===== src/rtl/fetch_queue.sv =====
// Instruction buffer between fetch and decode: circular FIFO with
// first-word-fall-through output, valid/ready on both sides and a one-cycle flush.
module fetch_queue #(
   parameter int N     = 64,
   parameter int IW    = 32,
   parameter int DEPTH = 4
) (
   input  logic                         clk,
   input  logic                         reset,
   input  logic                         in_valid_F,
   output logic                         in_ready_F,
   input  logic [N-1:0]                 pc_F,
   input  logic [IW-1:0]                instr_F,
   input  logic                         flush_D,
   output logic                         out_valid_D,
   input  logic                         out_ready_D,
   output logic [N-1:0]                 pc_D,
   output logic [IW-1:0]                instr_D,
   output logic [$clog2(DEPTH+1)-1:0]   count
);

   localparam int PW = $clog2(DEPTH);
   localparam int CW = $clog2(DEPTH+1);

   logic [N-1:0]  pc_mem    [DEPTH];
   logic [IW-1:0] instr_mem [DEPTH];
   logic [PW-1:0] rd_ptr;
   logic [PW-1:0] wr_ptr;
   logic [CW-1:0] occ;
   logic          enq;
   logic          deq;

   always_comb begin
      in_ready_F  = (occ != CW'(DEPTH));
      out_valid_D = (occ != '0);
      enq         = in_valid_F && in_ready_F && !flush_D;
      deq         = out_valid_D && out_ready_D && !flush_D;
      count       = occ;
      // Outputs are forced to zero when empty so stale storage never leaks out.
      pc_D        = out_valid_D ? pc_mem[rd_ptr]    : '0;
      instr_D     = out_valid_D ? instr_mem[rd_ptr] : '0;
   end

   always_ff @(posedge clk) begin
      if (enq) begin
         pc_mem[wr_ptr]    <= pc_F;
         instr_mem[wr_ptr] <= instr_F;
      end
   end

   always_ff @(posedge clk or negedge reset) begin
      if (!reset) begin
         rd_ptr <= '0;
         wr_ptr <= '0;
         occ    <= '0;
      end else if (flush_D) begin
         rd_ptr <= '0;
         wr_ptr <= '0;
         occ    <= '0;
      end else begin
         // DEPTH is a power of two, so pointer overflow is the modulo wrap.
         if (enq) wr_ptr <= wr_ptr + PW'(1);
         if (deq) rd_ptr <= rd_ptr + PW'(1);
         case ({enq, deq})
            2'b10:   occ <= occ + CW'(1);
            2'b01:   occ <= occ - CW'(1);
            default: occ <= occ;
         endcase
      end
   end

endmodule


===== config.mk =====
export PLATFORM = sky130hd
export DESIGN_NAME = fetch_queue
export DESIGN_NICKNAME = d
export VERILOG_FILES = /design/src/rtl/fetch_queue.sv
export SDC_FILE = /design/constraint.sdc
export NUM_CORES = 1
export LEC_CHECK = 0
export CAP_MARGIN = 20
export CORE_ASPECT_RATIO = 0.9
export CORE_MARGIN = 2
export CORE_UTILIZATION = 47
export DETAILED_ROUTE_END_ITERATION = 8
export GPL_TIMING_DRIVEN = 0
export PLACE_DENSITY = 0.78
export SLEW_MARGIN = 20
export SYNTH_ARGS = -nofsm -noshare
export SYNTH_HDL_FRONTEND = slang
export SYNTH_SLANG_ARGS = --single-unit

===== constraint.sdc =====
create_clock -name clk -period 4.39 [get_ports clk]
set_input_delay 0.439 -clock clk [delete_from_list [all_inputs] [get_ports clk]]
set_output_delay 0.439 -clock clk [all_outputs]
set_load 0.05 [all_outputs]

==> flow_metrics.tcl <==
set metrics [dict create \
    wl_per_cell_um 21.5 \
    skew_ns 0.00724 \
    maxCapViolCount 0 \
    finalNetCount 1028 \
    grt_max_degree 47 \
    via_count 7254 \
    cts_root_buf "clkbuf_16" \
    max_freq_ghz 0.266 \
    setup-violations-final 0 \
    hold_path.class "input port to asynchronous set/reset pin" \
    cts_htree_levels 2 \
    worst_ep_required_time_ns 3.95 \
    syn_to_final_growth_pct 26.9 \
    core_sq_mm 0.0317 \
    drt_pass1_iterations 5 \
    vias_per_cell 5.30 \
    grt_use_total 0.181 \
    arrival_ns 3.33 \
    grt_overflow_total 0 \
    layout_commonest_cell "edfxtp_1" \
    ir_drop_mv 0.453 \
    dieArea_sq_mm 0.0334 \
    antenna_found_initial 1 \
    io_buffers 200 \
    hold_viol 0 \
    seq_area_frac_synth 0.779 \
    rrSetupSlack_ns 1.67 \
    worstSkewPairLatency_ns 0.51 \
    routabilityCongestion 0.721 \
    post-cts-setup-buffers 0 \
    hold_ws_ns 0.195 \
    ys_warn_count 0 \
    final.min_clock_period_ns 3.76 \
    post_cts_resized 0 \
    powerDensity_mw_per_mm2 571 \
    startpoint "count[0]$_DFFE_PN0P_" \
    cts.path.max_buffers 3 \
    row_count 62 \
    wl_mm 29.5 \
    start_util 0.474 \
    status "complete, no violations" \
    drive_gt1_frac 0.197 \
    leakage_nw 6.11 \
    synth_cells 673 \
    worstSetupPathType "flop to output port" \
    synth_top_area_cell "edfxtp_1" \
    synth_top_area_share 0.767 \
    clk_pin_slew_ns 0.06 \
    rsz0062_at_grt "no" \
    total_power_mw 10.9 \
    crit_path_start_kind "flop" \
    ys_seq_elements 391 \
    cp_max_fo 10 \
    drt_iter0_drc 421 \
    die_w_um 193 \
    final_cell_mix "384 x edfxtp_1, 200 x clkdlybuf4s50_1, 96 x mux4_2, 96 x and2_1, 41 x clkbuf_16" \
    syn_nets 779 \
    clock_sink_count 391 \
    cts_tree "yes" \
    synth_cell_types 34 \
    cts-hold-fix-buffers 0 \
    dp_hpwl_mm 18.5 \
    relSlewSlack 0.523 \
    cts_buffers 39 \
    syn-cell-area_sq_mm 0.0150 \
    avgSynthCellArea_sq_um 22.3 \
    dieHeight_um 174 \
    synthTopCellsByArea "edfxtp_1 77%, mux4_2 14%, and2_1 4.0%" \
    finalCritPeriodShare 0.857 \
    grt_pass1_vias 7933 \
    drv_slew 0 \
    ant_nets 0 \
    end_kind "output port" \
    grt_pass1_wl_mm 45.6 \
    drc 0 \
    worst_pin_slew_ns 0.715 \
    r2r-start "count[0]$_DFFE_PN0P_" \
    io_pins 202 \
]
## per-stage QoR
step                worst slack [ns]  instances   util  setup TNS [ns]  area (sq um)
floorplan                      0.488        673      -               0         15000
global placement               -1.68       1289  0.553         -629.77         17600
detailed placement              1.14       1297  0.561               0         17800
CTS                            0.552       1367  0.601               0         19100
global route                   0.356       1367  0.601               0         19100
finish                         0.626       1368  0.601               0         19100
## final timing paths
kind	end	cells past startpoint
max	instr_D[17]	7
min	count[0]$_DFFE_PN0P_	1
max reg2reg	count[2]$_DFFE_PN0P_	9
min reg2reg	wr_ptr[1]$_DFFE_PN0P_	2
max in group asynchronous	wr_ptr[1]$_DFFE_PN0P_	1
min in group clk	wr_ptr[0]$_DFFE_PN0P_	2
## kinds of logic after synthesis
logic type | share of synthesized area
DFF | 0.779
xor gates and xnor gates | 0.00233
adders and majority gates | 0.00466
buffers and inverters | 0.0151
AOI/OAI and AO/OA | 0.00483
and+or+nand+nor | 0.0499
muxes | 0.144
## cell usage after synthesis
master,n
o311ai_0,1
a2111oi_0,2
fa_1,1
inv_1,4
nand2b_1,1
a21oi_1,3
or3b_2,1
edfxtp_1,384
a21o_1,1
and2_1,96
xnor2_1,1
a21boi_0,1
ha_1,4
mux4_2,96
a31oi_1,1
nor3b_1,1
or4_1,1
buf_6,5
nor3_1,3
inv_2,1
xor2_1,3
and3_1,4
buf_2,13
and2b_1,1
dfrtp_1,7
nand2_1,6
nor2_1,6
mux2i_1,1
a311o_1,1
buf_4,1
clkbuf_1,16
nand3_1,3
buf_12,1
nor2b_1,2
## layer usage
| layer | vias to the layer above | part of all wire | global-route usage |
|---|---|---|---|
| li1 | 3249 | - | - |
| met1 | 3727 | 0.41 | 0.235 |
| met2 | 224 | 0.50 | 0.302 |
| met3 | 54 | 0.074 | 0.0510 |
| met4 | 0 | 0.020 | 0.0471 |
| met5 | - | 0 | 0 |
## power breakdown
part | internal, mW | switching [mW] | leakage (nW)
Sequential | 4.27 | 0.0459 | 3.58
Combinational | 1.25 | 2.03 | 1.89
Clock | 1.99 | 1.32 | 0.634
Total | 7.51 | 3.39 | 6.11
## critical path, cell delays in order (launching register included)
cell and delay (ns):
dfrtp_1 0.42, buf_6 0.15, nor3_1 0.07, inv_2 0.28, clkbuf_1 0.45, clkbuf_1 0.38, and2_1 0.24, clkdlybuf4s50_1 0.82
## flip-flops by register name, indices dropped and copies added (netlist names)
| signal | count |
|---|---|
| rd_ptr | 2 |
| count | 3 |
| instr_mem | 128 |
| pc_mem | 256 |
| wr_ptr | 2 |
## layout make-up
| type | count | area [sq um] |
|---|---|---|
| flip-flops and latches | 391 | 11700 |
| clock buffers | 45 | 1040 |
| clock inverters | 25 | 241 |
| diodes | 1 | 2.50 |
| well taps | 416 | 520 |
| plain buffers | 36 | 209 |
| inverters | 5 | 18.8 |
| repair buffers | 208 | 2220 |
| multi-input cells | 241 | 3120 |
| fillers | 2262 | 12600 |
No activity file was read; power rests on OpenSTA's default activity.
